### config.mk
export PLATFORM = sky130hd
export DESIGN_NAME = cram_loader
export DESIGN_NICKNAME = d
export VERILOG_FILES = /design/src/rtl/cram_loader.sv
export SDC_FILE = /design/constraint.sdc
export NUM_CORES = 1
export LEC_CHECK = 0
export CAP_MARGIN = 25
export CORE_MARGIN = 8
export CORE_UTILIZATION = 50
export DETAILED_ROUTE_END_ITERATION = 8
export PLACE_DENSITY = 0.79
export SLEW_MARGIN = 20
export SYNTH_ARGS = -nofsm -noshare
export SYNTH_HDL_FRONTEND = slang
export SYNTH_SLANG_ARGS = --single-unit
export TNS_END_PERCENT = 30
### constraint.sdc
create_clock -name clk -period 2.7 [get_ports clk]
set_clock_uncertainty 0.1 [all_clocks]
set_input_delay 0.54 -clock clk [delete_from_list [all_inputs] [get_ports clk]]
set_output_delay 0.54 -clock clk [all_outputs]
set_load 0.03 [all_outputs]
### src/rtl/cram_loader.sv
// Bitstream loader for a tile's serial CRAM chain: accepts host words, shifts them
// LSB-first with one config_en per bit, then releases the fabric once the chain is full.
module cram_loader #(
   parameter int CHAIN_LEN  = 1024,
   parameter int WORD_WIDTH = 8,
   parameter int CNT_W      = $clog2(CHAIN_LEN + 1)
) (
   input  logic                  clk,
   input  logic                  rst,
   input  logic                  start,
   input  logic                  verify,
   input  logic                  abort,
   input  logic [WORD_WIDTH-1:0] in_data,
   input  logic                  in_valid,
   output logic                  in_ready,
   output logic                  cfg_data,
   output logic                  cfg_en,
   input  logic                  cfg_tail,
   output logic                  fabric_en,
   output logic                  fabric_nrst,
   output logic                  busy,
   output logic                  done,
   output logic                  verify_err,
   output logic [CNT_W-1:0]      bit_count
);

   localparam int IDX_W = $clog2(WORD_WIDTH + 1);
   localparam logic [CNT_W-1:0] LP_CHAIN = CNT_W'(CHAIN_LEN);
   localparam logic [IDX_W-1:0] LP_WORD  = IDX_W'(WORD_WIDTH);

   typedef enum logic [1:0] {
      S_IDLE   = 2'd0,
      S_ACCEPT = 2'd1,
      S_SHIFT  = 2'd2,
      S_DONE   = 2'd3
   } state_t;

   state_t                r_state;
   logic [WORD_WIDTH-1:0] r_buf;
   logic [IDX_W-1:0]      r_idx;
   logic [CNT_W-1:0]      r_cnt;
   logic                  r_vmode;
   logic                  r_verr;

   wire [CNT_W-1:0] w_cnt_nxt = r_cnt + CNT_W'(1);
   wire [IDX_W-1:0] w_idx_nxt = r_idx + IDX_W'(1);

   // Load sequencer: the chain length check wins over the word-boundary check so a
   // partial final word is truncated rather than shifted past the end of the chain.
   always_ff @(posedge clk) begin
      if (rst) begin
         r_state <= S_IDLE;
         r_buf   <= '0;
         r_idx   <= '0;
         r_cnt   <= '0;
         r_vmode <= 1'b0;
         r_verr  <= 1'b0;
      end else if (abort) begin
         r_state <= S_IDLE;
         r_buf   <= '0;
         r_idx   <= '0;
         r_cnt   <= '0;
      end else begin
         case (r_state)
            S_IDLE, S_DONE: begin
               if (start) begin
                  r_vmode <= verify;
                  r_cnt   <= '0;
                  r_verr  <= 1'b0;
                  r_state <= S_ACCEPT;
               end
            end
            S_ACCEPT: begin
               if (in_valid) begin
                  r_buf   <= in_data;
                  r_idx   <= '0;
                  r_state <= S_SHIFT;
               end
            end
            S_SHIFT: begin
               r_buf <= r_buf >> 1;
               r_idx <= w_idx_nxt;
               r_cnt <= w_cnt_nxt;
               if (r_vmode && (cfg_tail != r_buf[0])) begin
                  r_verr <= 1'b1;
               end
               if (w_cnt_nxt == LP_CHAIN) begin
                  r_state <= S_DONE;
               end else if (w_idx_nxt == LP_WORD) begin
                  r_state <= S_ACCEPT;
               end
            end
            default: r_state <= S_IDLE;
         endcase
      end
   end

   // Outputs decode registered state only; no path from in_data reaches the chain.
   assign in_ready    = (r_state == S_ACCEPT);
   assign cfg_en      = (r_state == S_SHIFT);
   assign cfg_data    = (r_state == S_SHIFT) & r_buf[0];
   assign busy        = (r_state == S_ACCEPT) | (r_state == S_SHIFT);
   assign done        = (r_state == S_DONE);
   assign fabric_en   = (r_state == S_DONE);
   assign fabric_nrst = (r_state == S_DONE);
   assign verify_err  = r_verr;
   assign bit_count   = r_cnt;

endmodule

# Word level (Yosys, flattened, before mapping)
# Index checks and enable logic that the tools add are counted.
# W data, S select, Z words.
[totals]
input_bits = 15
regBits = 27
wordCells = 46
[op_classes]
reduce_logical = 11
n_eq_ne = 10
muxes = 14
n_bitwise = 3
addsub = 2
[ops]
columns = ["operator", "count"]
rows = [
  ["$pmux W11 S2", 1],
  ["$pmux W8 S2", 1],
  ["$add A11 B1 Y11 const B", 1],
  ["$eq A11 B11 Y1 const B", 1],
  ["$mux W11", 1],
  ["$mux W2", 4],
  ["$mux W8", 1],
  ["$pmux W4 S2", 1],
  ["$pmux W2 S3", 1],
  ["$reduce_and A3 Y1", 2],
  ["$add A4 B1 Y4 const B", 1],
  ["$eq A2 B2 Y1 const B", 2],
  ["$eq A4 B4 Y1 const B", 1],
  ["$mux W4", 1],
  ["$ne A2 B2 Y1 const B", 2],
  ["$reduce_and A2 Y1", 2],
  ["$reduce_and A4 Y1", 1],
  ["$reduce_bool A2 Y1", 2],
  ["$reduce_or A2 Y1", 2],
  ["$ne A3 B1 Y1 const B", 1],
  ["$eq A2 B1 Y1 const B", 1],
  ["$logic_not A2 Y1", 1],
  ["$mux W1", 2],
  ["$ne A2 B1 Y1 const B", 1],
  ["6 further kinds", 6],
]

# Depth between registers and ports, before layout
# Gate-level depths: netlist of the first run.
[logic_depth]
word_depth = 5
depth_mapped = 9
mapped_depth_nobuf = 8

# Worst setup path after synthesis of the first run
# OpenSTA, ideal clock, no wires.
[synth_timing]
path_type = "reg-to-output"
from = "reg r_state[0]"
to = "out cfg_data"
n_path_buf = 2
arrival_ps = 1652
setup_slack_ps = 408
required_ps = 2060
stages_incl_launch_ff = 6
cell_sequence = "dfxtp_1 > inv_1 > ha_1 > clkbuf_4 > clkbuf_1 > and2_1"
[synth_via]
elab_chain_cells = 2
[synth_rtl]
columns = ["element", "line_no", "source"]
rows = [
  ["from (decl)", "38", "state_t r_state;"],
  ["from (signal assigned)", "52", "r_state <= S_IDLE;"],
  ["from (signal assigned)", "59", "r_state <= S_IDLE;"],
  ["from (signal assigned)", "70", "r_state <= S_ACCEPT;"],
  ["$eq A2 B2 Y1", "n/a", ""],
  ["net cfg_en", "17", "output logic cfg_en,"],
  ["$and A1 B1 Y1", "101", "assign cfg_data = (r_state == S_SHIFT) & r_buf[0];"],
  ["to (decl)", "16", "output logic cfg_data,"],
]
# The timed path passes the listed nets, and every way through them passes these cells.

# Final worst setup path of the first run
[layout_timing]
from = "reg r_state[1]"
to = "out in_ready"
[layout_via]
elab_chain_cells = 1
[layout_rtl]
columns = ["element", "line_no", "source"]
rows = [
  ["$eq A2 B1 Y1", "99", "assign in_ready = (r_state == S_ACCEPT);"],
  ["to (decl)", "15", "output logic in_ready,"],
]
# No other way between the ends.

==> impl_metrics.csv, run 1 <==
group,metric,value,unit
power_and_ir_drop,vdd.ir_drop.worst,0.000331,V
setup_path,critPathRequiredTime,2.06,ns
detailed_routing,num_vias,1431,
global_routing,antenna_found_initial,0,
cts,clk_pin_slew,0.13,ns
timing,rsz0062_at_grt,"no",
cts,tritoncts,"yes",
worst_hold_path,holdCritStartpoint,"r_buf[7]",
cts,cts_root_buf,"clkbuf_4",
floorplanning,fp.dieH,72.9,µm
logic_synthesis,synth_common_cells,"nor2_1, dfxtp_1, nand2_1",
timing,timing_hold_violations_final,0,
cts,cts_buffer_depth,2,
logic_synthesis,synthArstFlopShare,0,
logic_synthesis,synth_cell_types,51,
logic_synthesis,yosys_warnings,0,
worst_hold_path,worstHoldPathCells,2,
setup_path,r2r_setup_slack,0.52,ns
flow_run,maxCapViolCount,0,
global_routing,grt_remaining_overflow,0,
place,hpwlAfterDp,2.76,mm
setup_path,r2r_end,"bit_count[9]",
logic_synthesis,synth_area_per_cell,8.79,µm²
global_routing,grt_pass1_vias,1400,
detailed_routing,post_drt_wl_per_cell,14.0,µm
cells_and_area,antennaDiodeCount,0,
cells_and_area,multi_input_area,952,µm²
setup_path,arrival,1.77,ns
global_routing,grt_usage,0.146,
global_routing,grt_pass1_wl,6.35,mm
cts,cts_made_buffers,3,
logic_synthesis,netlist_area,1620,µm²
cells_and_area,seqCellArea,541,µm²
timing,finalSetupViolCount,0,
setup_path,crit_type,"reg2out",
logic_synthesis,yosysSeqAreaShare,0.334,
floorplanning,ioPinCount,34,
worst_hold_path,hold_path_class,"reg2reg",
timing,drv_slew,0,
floorplanning,die_w,72.9,µm
floorplanning,num_rows,20,
setup_path,critPathMaxFanout,5,
setup_path,start_kind,"flip-flop",
timing,period_needed,2.41,ns
logic_synthesis,synth_cells,184,
cts,cts_hold_buf,0,
logic_synthesis,post-synth-top-count-cell,"nor2_1",
cells_and_area,final_core_util,0.635,
cells_and_area,instances_no_fill,255,
setup_path,reg2regPathDepth,8,
global_routing,grt_max_degree,19,
timing,fmax,415,MHz
logic_synthesis,synth_area_leader_cell,"dfxtp_1",
logic_synthesis,synthTopCellsByArea,"dfxtp_1, mux2i_1, nor2_1, a22oi_1, ha_1",
setup_path,critPathLaunch,"r_state[1]",
outcome,outcome,"finished clean",
floorplanning,die-area,5310,µm²
cts,htree_levels,1,
setup_path,end_kind,"output port",
power_and_ir_drop,powerDensity,340,nW/µm²
logic_synthesis,synth_nets,205,
power_and_ir_drop,leakage,0.698,nW
timing,finalCritPeriodShare,0.893,
detailed_routing,via_per_inst,5.61,
cells_and_area,nNetsFinal,233,
detailed_routing,postRouteWirelength,3.57,mm
cts,clk_latency,0.32,ns
worst_hold_path,worstHoldEndpoint,"r_buf[7]",
logic_synthesis,ys.flop_type,"dfxtp_1",
cells_and_area,fillers,267,
floorplanning,coreArea,3080,µm²
timing,worst_slew_pin_slew,0.736,ns
detailed_routing,final_antenna_net_count,0,
place,dp.cells,251,
cts,cts_setup_buffers,0,
cells_and_area,drive_gt1_frac,0.104,
cells_and_area,area_growth,20.8,%
logic_synthesis,synth-edff-count,0,
place,port_buffers,33,
setup_path,r2r_start,"r_state[0]",
detailed_routing,drc,0,
cts,cts_sinks,27,
floorplanning,start_util,0.525,
detailed_routing,dr.pass1.iters,4,
timing,tns,0,ns
power_and_ir_drop,power.total,0.000663,W
detailed_routing,first_iter_violations,102,
logic_synthesis,synth_top_area_frac,0.334,
timing,slew_headroom,0.506,
logic_synthesis,synth_seq_cells,27,
place,gp_congestion,0.794,
## registers in the layout, indices dropped and copies added (netlist names)
name,flops
r_state,2
r_buf,8
r_vmode,1
r_idx,4
verify_err,1
bit_count,11
## how the worst max path moves through the flow
stage	cells after the start	endpoint
final	3	in_ready
after CTS	4	busy
after global placement	4	busy
after global routing	3	in_ready
after detailed placement	5	verify_err
after floorplan	5	cfg_data
## final cells by class
cell class                 count  area share
clock buffer                   4      0.0135
inverter                       5     0.00961
sequential                    27       0.277
tap                           44      0.0282
multi-input combinational    138       0.488
timing repair buffer          37       0.184
## worst max-delay path: stages (launching register included)
cell	delay, ns
dfxtp_1	0.36
inv_1	0.12
ha_1	0.27
clkdlybuf4s50_1	0.71
## cells in the final DEF, fill, tap and decap left out, types with 3 or more instances in the layout
cell type        netlist  layout
a211oi_1               7       7
a21oi_1                6       6
a22oi_1               10      10
buf_4                  2       5
clkbuf_4               1       3
clkdlybuf4s50_1        0      31
dfxtp_1               27      27
ha_1                   6       6
inv_1                  3       3
mux2i_1               11      11
nand2_1               12      12
nand3_1                3       3
nand3b_1               3       3
nor2_1                28      28
nor3_1                 5       5
o21ai_0                3       3
o21ai_1                5       5
xnor2_1                3       3
## layer usage
metal  track usage  vias to the layer above  wire length [µm]
met3        0.0316                        4               194
li1              -                      721                 -
met5             0                        -                 0
met2         0.266                       38              1820
met4        0.0533                        0                40
met1         0.159                      668              1510
## stage by stage
stage          setup WS, ns  cell area, µm²  hold slack [ns]
6_report              0.288            1950            0.369
5_1_grt               0.213            1950            0.412
2_1_floorplan         0.408            1620            0.332
4_1_cts              0.0206            1950            0.372
3_5_place_dp          0.398            1920            0.354
3_3_place_gp          0.466            1920            0.345
## kinds of logic (layout without fill, tap and decap cells)
logic type,Yosys count,after routing,share of synthesized area
AO/OA/AOI/OAI,48,48,0.225
XOR/XNOR,3,3,0.0163
adder cells (fa/ha/maj),6,6,0.0464
buffers and inverters,19,46,0.0766
flip-flops,27,27,0.334
multiplexers,13,13,0.0820
AND/OR/NAND/NOR,68,68,0.219
## repair_timing
action                                  4_1_cts  5_1_grt
endpoints found under the hold margin         0        0
resized for setup                             0        1
endpoints found under the setup margin        0        1
## report_power, final
| part | internal (W) | switching, W | total, W |
|---|---|---|---|
| sequential | 0.000404 | 0.00000342 | 0.000407 |
| combinational | 0.0000382 | 0.0000447 | 0.0000830 |
| clock | 0.0000579 | 0.000115 | 0.000173 |
| total | 0.000500 | 0.000163 | 0.000663 |
Note: power is estimated with default switching activity, not from simulation.
==> run 2: changes to the inputs <==
- CORE_UTILIZATION: 50 -> 46
- GPL_ROUTABILITY_DRIVEN: default -> 0
- PLACE_DENSITY: 0.79 -> 0.76
- clock period: 2.7 -> 2.1 ns (I/O delays scaled with it)
==> run 2 against run 1 <==
Effect of this change:
- via count increased by 3.7%
- first-iteration DRC count decreased by 27%
- worst setup slack got worse by 0.23 ns
- combinational power increased by 49%
- largest power group unchanged
==> impl_metrics.csv, run 2 (synthesis gave the netlist of run 1 again) <==
group,metric,value,unit
timing,fin_hold_ws,0.374,ns
setup_path,critPathRequiredTime,1.58,ns
cells_and_area,nNetsFinal,240,
power_and_ir_drop,vdd.ir_drop.worst,0.000267,V
detailed_routing,final_antenna_net_count,0,
floorplanning,num_rows,21,
timing,drv_slew,0,
timing,worst_slew_pin_slew,0.503,ns
setup_path,crit_buf_inv,1,
timing,finalCritPeriodShare,0.974,
cells_and_area,instances_no_fill,264,
cts,cts_hold_buf,0,
detailed_routing,top_layer,"met4",
cts,htree_levels,1,
floorplanning,coreArea,3360,µm²
global_routing,grt_max_degree,16,
floorplanning,fp.dieH,75.3,µm
detailed_routing,dr_wl_met2,1.98,mm
detailed_routing,num_vias,1484,
power_and_ir_drop,powerDensity,436,nW/µm²
setup_path,path_cells,"clkdlybuf4s50_1",
setup_path,r2r_end,"r_state[0]",
detailed_routing,met3_length,226,µm
setup_path,path_delay_family,"buffers and inverters",
detailed_routing,dr.pass1.iters,4,
cts,clk_latency,0.34,ns
setup_path,reg2regPathDepth,7,
global_routing,antenna_found_initial,0,
setup_path,start_kind,"flip-flop",
cells_and_area,antennaDiodeCount,0,
setup_path,crit_end,"bit_count[10]",
cts,clk_pin_slew,0.15,ns
setup_path,r2r_setup_slack,0.11,ns
timing,finalSetupViolCount,0,
floorplanning,die-area,5670,µm²
detailed_routing,drt-met1-wl,1.65,mm
setup_path,arrival,1.53,ns
global_routing,grt_pass1_vias,1461,
cts,cts_buffer_depth,2,
setup_path,crit_type,"reg2out",
power_and_ir_drop,power.total,0.000888,W
timing,period_needed,2.05,ns
power_and_ir_drop,leakage,0.834,nW
flow_run,maxCapViolCount,0,
global_routing,grt_usage,0.142,
cells_and_area,final_core_util,0.606,
timing,slew_headroom,0.665,
timing,tns,0,ns
outcome,outcome,"finished clean",
detailed_routing,first_iter_violations,74,
timing,fmax,489,MHz
detailed_routing,via_per_inst,5.62,
setup_path,end_kind,"output port",
setup_path,slowest_delay,0.72,ns
detailed_routing,post_drt_wl_per_cell,14.8,µm
setup_path,slowest_stage,"clkdlybuf4s50_1",
detailed_routing,drc,0,
setup_path,critPathMaxFanout,7,
cts,cts_root_buf,"clkbuf_4",
floorplanning,die_w,75.3,µm
global_routing,grt_pass1_wl,6.39,mm
timing,timing_hold_violations_final,0,
cells_and_area,largest_register_ffs,11,
cells_and_area,area_growth,26.0,%
setup_path,critPathLaunch,"bit_count[10]",
setup_path,r2r_start,"bit_count[0]",
cells_and_area,final_common_cell,"nor2_1",
global_routing,grt_remaining_overflow,0,
cts,cts_made_buffers,3,
floorplanning,ioPinCount,34,
place,port_buffers,33,
worst_hold_path,hold_path_class,"reg2reg",
cts,tritoncts,"yes",
detailed_routing,postRouteWirelength,3.90,mm
cells_and_area,drive_gt1_frac,0.179,
cts,cts_sinks,27,
cells_and_area,layout_common_cells,"nor2_1, dfxtp_1, clkdlybuf4s50_1",
place,hpwlAfterDp,2.92,mm
place,dp.cells,260,
setup_path,path_depth,1,
floorplanning,start_util,0.481,
==> run 2: how the worst min path moves through the flow <==
stage | slack [ns] | depth (start not counted) | from | to
6_report | 0.37 | 2 | r_buf[7] | r_buf[7]
2_1_floorplan | 0.33 | 2 | r_buf[7] | r_buf[7]
5_1_grt | 0.40 | 2 | r_buf[7] | r_buf[7]
3_5_place_dp | 0.36 | 2 | r_buf[7] | r_buf[7]
3_3_place_gp | 0.35 | 2 | r_buf[7] | r_buf[7]
4_1_cts | 0.38 | 2 | r_buf[7] | r_buf[7]
==> run 2: power by group <==
group	leakage (nW)	switching (W)	internal, W
clock	0.0150	0.000165	0.0000747
sequential	0.219	0.00000482	0.000520
combinational	0.600	0.0000632	0.0000605
==> run 2: timing repair <==
item | 4_1_cts | 5_1_grt
gates resized for setup | 8 | 13
setup endpoints to repair | 6 | 22
gates cloned | 0 | 0
setup buffers | 0 | 0
==> run 2: cell type report <==
| class | count | area [µm²] |
|---|---|---|
| multi-input cells | 138 | 962 |
| clock buffers | 4 | 26.3 |
| inverters | 5 | 18.8 |
| flip-flops and latches | 27 | 544 |
| well taps | 46 | 57.6 |
| repair buffers | 44 | 428 |
| fillers | 326 | 1330 |
==> run 2: per-stage QoR <==
stage / instance area [µm²] / setup slack, ns
6_report: 2040 / 0.0538
5_1_grt: 2040 / -0.00386
4_1_cts: 2010 / 0.00116
3_5_place_dp: 1990 / 0.0447
3_3_place_gp: 1990 / 0.115
2_1_floorplan: 1620 / -0.00545
==> run 2: per-layer routing <==
| metal | up-vias | global-route usage |
|---|---|---|
| li1 | 737 | - |
| met1 | 701 | 0.150 |
| met2 | 40 | 0.255 |
| met3 | 6 | 0.0333 |
| met4 | 0 | 0.0682 |
| met5 | - | 0 |
==> run 3: changes to the inputs <==
- CORE_ASPECT_RATIO: default -> 0.7
==> run 3 against run 2 <==
Effect of this change:
- via count shrank 3.4%
- final cell count grew 1.9%
- clock power grew 27%
- maximum frequency grew 1.6%
- routed wire length shrank 5.3%
- non-clock buffer count grew 1
- global-route usage shrank 0.91 points
- sequential power is essentially flat
- count of clock-buffer cells in the layout shrank 1
- register-to-register slack is essentially flat
- sequential share of layout area is essentially flat
- critical endpoint is now cfg_data
- largest cell class unchanged
- largest power group unchanged
==> impl_metrics.csv, run 3 (synthesis gave the netlist of run 1 again) <==
group,metric,value,unit
cts,clk_pin_slew,0.10,ns
cts,cts_setup_buffers,0,
timing,finalSetupViolCount,0,
detailed_routing,dr.pass1.iters,4,
detailed_routing,postRouteWirelength,3.70,mm
cells_and_area,layout_common_cells,"nor2_1, clkdlybuf4s50_1, dfxtp_1",
power_and_ir_drop,swShare,0.251,
power_and_ir_drop,powerDensity,463,nW/µm²
global_routing,grt_pass1_wl,6.26,mm
setup_path,start_kind,"flip-flop",
floorplanning,num_rows,18,
cts,cts_made_buffers,3,
cells_and_area,nNetsFinal,241,
global_routing,antenna_found_initial,0,
timing,rsz0062_at_grt,"no",
detailed_routing,met3_length,186,µm
detailed_routing,via_per_inst,5.33,
floorplanning,die-area,5700,µm²
floorplanning,start_util,0.469,
detailed_routing,post_drt_wl_per_cell,13.7,µm
timing,period_needed,2.01,ns
timing,layout_setup_ws,0.0861,ns
floorplanning,coreArea,3450,µm²
detailed_routing,first_iter_violations,51,
detailed_routing,drt-met1-wl,1.76,mm
setup_path,critPathRequiredTime,1.58,ns
cts,cts_root_buf,"clkbuf_8",
timing,drv_slew,0,
detailed_routing,num_vias,1434,
power_and_ir_drop,p_int,0.000707,W
place,place_ws,0.00405,ns
setup_path,crit_type,"reg2out",
cells_and_area,final_common_cell,"nor2_1",
power_and_ir_drop,vdd.ir_drop.worst,0.000321,V
setup_path,end_kind,"output port",
timing,finalCritPeriodShare,0.959,
cts,htree_levels,1,
cts,tritoncts,"yes",
power_and_ir_drop,power.total,0.000945,W
cells_and_area,area_growth,26.2,%
global_routing,grt_max_degree,18,
cells_and_area,antennaDiodeCount,0,
setup_path,critPathMaxFanout,17,
timing,slew_headroom,0.445,
power_and_ir_drop,seqPwrFrac,0.551,
cts,cts_sinks,27,
global_routing,grt_remaining_overflow,0,
floorplanning,ioPinCount,34,
floorplanning,fp.dieH,65.6,µm
cells_and_area,largest_register_ffs,11,
flow_run,maxCapViolCount,0,
timing,worst_slew_pin_slew,0.827,ns
detailed_routing,final_antenna_net_count,0,
power_and_ir_drop,leakage,0.754,nW
timing,timing_hold_violations_final,0,
cts,clk_latency,0.28,ns
detailed_routing,drc,0,
detailed_routing,dr_wl_met2,1.73,mm
power_and_ir_drop,p_switching,0.000238,W
detailed_routing,top_layer,"met4",
global_routing,grt_usage,0.132,
global_routing,grt_pass1_vias,1425,
timing,fin_hold_ws,0.371,ns
outcome,outcome,"finished clean",
worst_hold_path,hold_path_class,"reg2reg",
setup_path,arrival,1.49,ns
power_and_ir_drop,combPwrFrac,0.127,
timing,fmax,497,MHz
place,port_buffers,33,
cells_and_area,drive_gt1_frac,0.169,
place,hpwlAfterDp,2.76,mm
floorplanning,die_w,86.9,µm
cts,cts_buffer_depth,2,
power_and_ir_drop,pwr-share-clk,0.322,
## run 3: power groups by stage
| stage | Combinational, W | Clock, W | Sequential (W) |
|---|---|---|---|
| after detailed placement | 0.000121 | 0 | 0.000534 |
| after floorplan | 0.0000682 | 0 | 0.000534 |
| after global routing | 0.000132 | 0.000339 | 0.000522 |
| after global placement | 0.000119 | 0 | 0.000534 |
| after CTS | 0.000120 | 0.000314 | 0.000522 |
| final | 0.000120 | 0.000304 | 0.000521 |
## run 3: timing repair
action / 4_1_cts / 5_1_grt
hold buffers: 0 / 0
resized for setup: 6 / 4
setup endpoints to repair: 7 / 3
## run 3: layer usage
metal / GRT usage / vias up
li1: - / 737
met1: 0.157 / 662
met2: 0.232 / 30
met3: 0.0349 / 5
met4: 0.0342 / 0
met5: 0 / -
## run 3: path summary, 6_finish.rpt
check | startpoint | end | slack, ns | depth (start not counted)
hold reg to reg | r_buf[7] | r_buf[7] | 0.37 | 2
setup / recovery | r_state[0] | cfg_data | 0.09 | 5
hold / removal | r_buf[7] | r_buf[7] | 0.37 | 2
setup reg to reg | bit_count[1] | r_state[0] | 0.12 | 7
## run 3: through the flow
stage	instances	util	cell area, µm²	setup TNS, ns
6_report	269	0.592	2040	0
5_1_grt	269	0.592	2040	0
4_1_cts	269	0.590	2030	0
3_5_place_dp	265	0.578	1990	0
3_3_place_gp	265	0.578	1990	0
2_1_floorplan	184	-	1620	-0.00545
## run 3: worst max-delay path, cell delays in order (launching register included)
cell and delay (ns):
dfxtp_1 0.32, inv_1 0.09, ha_2 0.23, buf_4 0.25
and2_2 0.18, buf_4 0.15
## run 3: cell type report
class	count	area, µm²
Clock inverter	1	5.00
Timing Repair Buffer	45	409
Inverter	5	18.8
Multi-Input combinational cell	138	958
Clock buffer	3	41.3
Tap cell	50	62.6
Sequential cell	27	546
Fill cell	345	1410
